`src/rtl/serial_adder.sv`:
```
// Bit-serial WIDTH-bit adder: one full-adder cell and a carry flop resolve
// one bit per clock. Result is {carry_out, sum bits} with a one-cycle done.
module serial_adder #(
  parameter int WIDTH = 5,
  parameter int CNT_W = 3
) (
  input  logic             clk,
  input  logic             rst_n,
  input  logic             start,
  input  logic [WIDTH-1:0] a,
  input  logic [WIDTH-1:0] b,
  input  logic             carry_in,
  output logic             busy,
  output logic             done,
  output logic [WIDTH:0]   sum
);

  typedef enum logic [1:0] {
    IDLE = 2'd0,
    RUN  = 2'd1,
    DONE = 2'd2
  } state_t;

  localparam logic [CNT_W-1:0] LAST_BIT = CNT_W'(WIDTH - 1);

  state_t           state_q, state_d;
  logic [WIDTH-1:0] a_sh_q, a_sh_d;
  logic [WIDTH-1:0] b_sh_q, b_sh_d;
  logic [WIDTH-1:0] r_sh_q, r_sh_d;
  logic             carry_q, carry_d;
  logic [CNT_W-1:0] cnt_q, cnt_d;
  logic [WIDTH:0]   sum_q, sum_d;
  logic             s_bit;

  // Carry-out of a full adder: set when at least two inputs are set.
  function automatic logic majority(input logic x, input logic y, input logic z);
    return (x & y) | (x & z) | (y & z);
  endfunction

  // Next-state, datapath update and completion capture.
  always_comb begin
    state_d = state_q;
    a_sh_d  = a_sh_q;
    b_sh_d  = b_sh_q;
    r_sh_d  = r_sh_q;
    carry_d = carry_q;
    cnt_d   = cnt_q;
    sum_d   = sum_q;
    s_bit   = a_sh_q[0] ^ b_sh_q[0] ^ carry_q;

    case (state_q)
      IDLE, DONE: begin
        // DONE accepts a new request on its only edge so back-to-back
        // operations cost WIDTH+1 cycles each.
        if (start) begin
          a_sh_d  = a;
          b_sh_d  = b;
          carry_d = carry_in;
          cnt_d   = '0;
          state_d = RUN;
        end else begin
          state_d = IDLE;
        end
      end
      RUN: begin
        carry_d = majority(a_sh_q[0], b_sh_q[0], carry_q);
        a_sh_d  = a_sh_q >> 1;
        b_sh_d  = b_sh_q >> 1;
        r_sh_d  = {s_bit, r_sh_q[WIDTH-1:1]};
        cnt_d   = cnt_q + 1'b1;
        if (cnt_q == LAST_BIT) begin
          sum_d   = {carry_d, r_sh_d};
          state_d = DONE;
        end
      end
      default: state_d = IDLE;
    endcase
  end

  // State and datapath registers; reset discards any operation in flight.
  always_ff @(posedge clk or negedge rst_n) begin
    if (!rst_n) begin
      state_q <= IDLE;
      a_sh_q  <= '0;
      b_sh_q  <= '0;
      r_sh_q  <= '0;
      carry_q <= 1'b0;
      cnt_q   <= '0;
      sum_q   <= '0;
    end else begin
      state_q <= state_d;
      a_sh_q  <= a_sh_d;
      b_sh_q  <= b_sh_d;
      r_sh_q  <= r_sh_d;
      carry_q <= carry_d;
      cnt_q   <= cnt_d;
      sum_q   <= sum_d;
    end
  end

  // Status decode straight from the registered state.
  always_comb begin
    busy = (state_q == RUN);
    done = (state_q == DONE);
    sum  = sum_q;
  end

endmodule

```
`config.mk`:
```
export PLATFORM = sky130hd
export DESIGN_NAME = serial_adder
export DESIGN_NICKNAME = d
export VERILOG_FILES = /design/src/rtl/serial_adder.sv
export SDC_FILE = /design/constraint.sdc
export NUM_CORES = 1
export LEC_CHECK = 0
export BUFFER_PORTS_ARGS = -buffer_cell sky130_fd_sc_hd__buf_2
export CAP_MARGIN = 20
export CORE_UTILIZATION = 45
export CTS_BUF_LIST = sky130_fd_sc_hd__clkbuf_4
export DETAILED_ROUTE_END_ITERATION = 12
export PLACE_DENSITY = 0.66
export SLEW_MARGIN = 20
export SYNTH_ARGS = -nofsm -noshare
export SYNTH_HDL_FRONTEND = slang
export SYNTH_SLANG_ARGS = --single-unit
```
`constraint.sdc`:
```
create_clock -name clk -period 1.6 [get_ports clk]
set_clock_uncertainty 0.05 [all_clocks]
set_input_delay 0.32 -clock clk [delete_from_list [all_inputs] [get_ports clk]]
set_output_delay 0.32 -clock clk [all_outputs]
set_load 0.01 [all_outputs]
```
**Yosys cells after proc, flatten, opt, wreduce, memory -nomap -nowiden**

Index checks and enable logic that the tools add are counted.

- Bits in registers: 27
- Word-level logic and storage cells: 36

- $add $sub $neg: 1
- Eq/ne operators: 5
- Muxes and demuxes: 11
- Bitwise logic cells: 7
- Reductions and logical operators: 5

Operators with widths:

| operator | count |
|---|---|
| one-hot mux 5 bit (2 select lines) | 2 |
| 2-to-1 mux 5 bit | 2 |
| one-hot mux 3 bit (2 select lines) | 1 |
| one-hot mux 2 bit (2 select lines) | 1 |
| AND reduction 2 bit | 2 |
| adder 3 x 1 -> 3 bit (second input constant) | 1 |
| bitwise AND 1 bit | 3 |
| == test 3 bit (second input constant) | 1 |
| 2-to-1 mux 3 bit | 1 |
| == test 2 x 1 -> 1 bit (second input constant) | 1 |
| == test 2 bit (second input constant) | 1 |
| zero test 2 bit | 1 |
| 2-to-1 mux 1 bit | 2 |
| 2-to-1 mux 2 bit | 1 |
| inequality test 2 x 1 -> 1 bit (second input constant) | 1 |
| inequality test 2 bit (second input constant) | 1 |
| OR 1 bit | 2 |
| one-hot mux 1 bit (2 select lines) | 1 |
| nonzero test 2 bit | 1 |
| OR reduction 2 bit | 1 |
| XOR 1 bit | 2 |

**Longest topological paths before layout**

- Word-level depth: 4
- Mapped depth: 5

**Worst setup path after synthesis**

OpenSTA, ideal clock, no wires.

- Path kind: reg2reg
- Start point: reg state_q[1]
- End point: reg sum_q[4], in the netlist sum[4]
- Setup time: 125 ps
- Arrival: 1,214 ps
- Data required time: 1,425 ps
- Path slack: 211 ps
- Stages on the path, launching flop included: 6
- Path buffers: 1
- Clock period less this slack: 1,389 ps
- Cell sequence: dfrtp_1 > nand2b_1 > buf_6 > clkinv_4 > nand3_4 > mux2_4

- Longest elaborated chain between the ends: 2

Ends and longest elaborated chain:

| item | RTL line | source |
|---|---|---|
| start, declared | 26 | `state_t state_q, state_d;` |
| start signal, assigned | 91 | `state_q <= state_d;` |
| == test 2 x 1 -> 1 bit | - |  |
| net busy | 13 | `output logic busy,` |
| AND reduction 2 bit (no source line) | - |  |
| end signal, assigned | 97 | `sum_q <= sum_d;` |
| end, declared | 32 | `logic [WIDTH:0] sum_q, sum_d;` |

The timed path passes the listed nets, and every way through them passes these cells.
A chain may end at the register's enable or synchronous reset.

**Final worst setup path**

- Start point: reg state_q[1]
- End point: out busy

- Longest elaborated chain between the ends: 1

Ends and longest elaborated chain:

| item | RTL line | source |
|---|---|---|
| == test 2 x 1 -> 1 bit | 103 | `busy = (state_q == RUN);` |
| end, declared | 13 |  |

Every way passes these cells.

==> metrics.csv <==
stage;metric;value;unit
routing;DR iter-0 viols;10;
routing;metal2 WL;1.194;mm
setup_path;CP endpoint kind;output port;
logic_synthesis;Synth area leaders;dfrtp_1, mux2i_1, mux2_4;
min_path;worst hold start;a[2];
clocking;Clock Latency Late Sink;0.31;ns
floorplan;Rows;18;
pwr;internal power;1.639;mW
run;max-cap viol count;0;
pwr;Clk pwr share;10.2;%
final_layout;Diodes inserted;0;
clocking;clk sinks;26;
pwr;logic gate share of total power;45.3;%
routing;Top Layer Used;met4;
clocking;Max clock buf depth;2;
final_layout;register area;650.6;sq um
final_layout;commonest non-fill, non-tap cells in the layout;dfrtp_1, buf_2, nand2_1;
final_layout;proportion of layout cells with a drive suffix above 1;25.18;%
placed_design;GPL Wtd Cong;0.6705;
clocking;Setup Buffers After CTS;0;
setup_path;RR Endpoint;sum[4]$_DFFE_PN0P_;
timing;RSZ-0062 raised after global routing;true;
logic_synthesis;sequential fraction of the synthesis area;51.03;%
global_routing;GRT Residual Overflow;0;
pwr;sequential share of power;44.5;%
timing;Fin Hold WS;0.2134;ns
routing;Avg WL per Cell;13.72;um
pwr;sw frac;38.09;%
placed_design;pre-CTS setup slack;0.2357;ns
clocking;CTS buffer count;3;
floorplan;Starting Density;49.66;%
logic_synthesis;synthesized area;1275;sq um
logic_synthesis;top_reg_cell synth;dfrtp_1;
global_routing;largest net degree at the start of global routing;27;
routing;vias post-DR;892;
timing;endpoints failing hold;0;
routing;Routed WL;2.319;mm
setup_path;max incr delay on CP;0.43;ns
final_layout;area occupied by multi-input gates;563.0;sq um
placed_design;Final HPWL DP;1.588;mm
timing;endpoints failing setup;0;
routing;met1 WL;1.002;mm
placed_design;DP Cell Count;164;
setup_path;CP arrival;1.19;ns
final_layout;area delta synth->final;14.03;%
setup_path;CP Launch Type;register;
routing;wire length on met3;107;um
outcome;outcome;finished, final reports clean;
floorplan;die width;55.23;um
global_routing;initial antenna violation count;0;
setup_path;Data required, critical path;1.23;ns
timing;Max Slew Vio Count;0;
min_path;Worst Hold Class;input pin to register;
logic_synthesis;Synth top area share;51.03;%
pwr;total power per unit cell area;1821;nW/um^2
timing;Final min period;1.563;ns
final_layout;commonest non-fill, non-tap cell in the layout;dfrtp_1;
setup_path;reg2reg path depth;4;
timing;Slew headroom;61.27;%
routing;drt drc;0;
logic_synthesis;asr flop ratio synth;100.0;%
routing;number of vias per cell;5.278;
pwr;Pleak;0.7009;nW
floorplan;Die ar.;3050;sq um
clocking;H-tree Lvls;1;
floorplan;Die Ht;55.23;um
global_routing;vias in the first global route;884;
setup_path;critical path type;register to output port;
timing;setup TNS;0;ns
final_layout;final-stage net count;157;
logic_synthesis;yosys warns;0;
placed_design;Port Buffers;21;
routing;Routed Antenna Nets;0;
final_layout;fin cells;169;
logic_synthesis;Post-Syn Nets;133;
clocking;Root Buffer;clkbuf_4;
timing;FMAX;639.9;MHz
pwr;VDD IR max;1078;uV
setup_path;CP max-delay cell;dfrtp_1;
logic_synthesis;Post-synth EDFFs;0;
setup_path;R2R Setup Slk;0.21;ns
setup_path;RR Startpoint;state_q[1]$_DFFE_PN0P_;
clocking;clock-pin slew on the worst setup and hold paths;0.13;ns
clocking;CTS tree;built;
global_routing;first-pass GRT wire length;4.008;mm
floorplan;Top-Level Pins;22;
timing;fin crit share;97.67;%
logic_synthesis;flops & latches, synth;26;
min_path;hold depth;3;
pwr;Power Total;2.648;mW
logic_synthesis;Syn Inst Count;116;
setup_path;critical-path cell list;nand2b_1 > clkinv_4 > buf_2;
logic_synthesis;synth unique cells;24;
timing;Worst Tran Pin Value;0.5810;ns
final_layout;Fillers;229;
setup_path;CP max FO;8;
logic_synthesis;area leader, netlist;dfrtp_1;
floorplan;core area;2567;sq um
min_path;hold path endpoint;a_sh_q[2]$_DFFE_PN0P_;
global_routing;gr usage total;16.63;%
logic_synthesis;syn avg cell area;10.99;sq um
routing;Detailed Routing Iterations Pass 1;4;
pwr;NetSw;1.009;mW
timing;final worst slack;0.03733;ns
## area by class of cell
cell class	instances	share of cell area, %
clock buffer	3	1.549
clock inverter	1	0.2582
inverter	6	1.893
multi-input combinational	78	38.73
sequential	26	44.75
tap	30	2.582
timing repair buffer	25	10.24
## state kept, by name, summed over array words and instances, names as in the netlist
name and cells:
b_sh_q 5, a_sh_q 5, sum 6, carry_q 1, r_sh_q 4, state_q 2, cnt_q 3
## worst max-delay path, delay by kind of cell (launching register included)
family | cells | cell delay, ns
AND/OR/NAND/NOR | 1 | 0.21
flip-flops | 1 | 0.43
buffers and inverters | 2 | 0.26
## how the worst max path moves through the flow
| stage | from | end | slack, ns |
|---|---|---|---|
| 6_report | state_q[1]$_DFFE_PN0P_ | busy | 0.04 |
| 5_1_grt | state_q[1]$_DFFE_PN0P_ | done | -0.04 |
| 4_1_cts | state_q[1]$_DFFE_PN0P_ | done | 0.008 |
| 3_5_place_dp | cnt_q[0]$_DFFE_PN0P_ | sum[1]$_DFFE_PN0P_ | 0.24 |
| 3_3_place_gp | a_sh_q[0]$_DFFE_PN0P_ | sum[4]$_DFFE_PN0P_ | 0.27 |
| 2_1_floorplan | state_q[1]$_DFFE_PN0P_ | sum[4]$_DFFE_PN0P_ | 0.21 |
## metal layers
| layer | vias up | GRT usage [%] |
|---|---|---|
| met5 | - | 0 |
| met4 | 0 | 2.143 |
| met3 | 2 | 5.386 |
| met2 | 21 | 29.09 |
| met1 | 425 | 20.52 |
| li1 | 444 | - |
## synth_stat cells, types with 2 or more instances
cell type and number:
nand3_1 3, dfrtp_1 26, clkbuf_1 2, mux2i_1 10, nand2_1 19, inv_1 5, nor2b_1 9, nand2b_1 2
a21oi_1 7, mux2_4 6, buf_2 3, a211oi_1 7, o21ai_0 5, ha_1 2
## kinds of logic (layout without fill, tap and decap cells)
logic type	after synthesis	after routing	synth area share, %
xor gates and xnor gates	2	2	1.374
muxes	16	16	14.92
AOI/OAI and AO/OA	22	22	10.50
adders and majority gates	3	3	3.533
and+or+nand+nor	35	35	13.84
DFF	26	26	51.03
buffers and inverters	12	35	4.809
## timing repair
item,in CTS,in global routing
endpoints found under the hold margin,26,0
gates resized for setup,0,3
endpoints found under the setup margin,0,2
hold buffers,1,0
## power by group through the flow
stage / combinational, mW / sequential, mW / clock (mW)
global route: 1.37 / 1.22 / 0.316
CTS: 1.20 / 1.18 / 0.289
detailed placement: 1.19 / 1.19 / 0
global placement: 1.15 / 1.18 / 0
finish: 1.20 / 1.18 / 0.270
floorplan: 0.873 / 1.19 / 0
## per-stage QoR
stage          area (sq um)  utilization (%)
2_1_floorplan          1275                -
3_3_place_gp           1406            54.78
3_5_place_dp           1406            54.78
4_1_cts                1443            56.19
5_1_grt                1454            56.63
6_report               1454            56.63
Note: power is estimated with default switching activity, not from simulation.
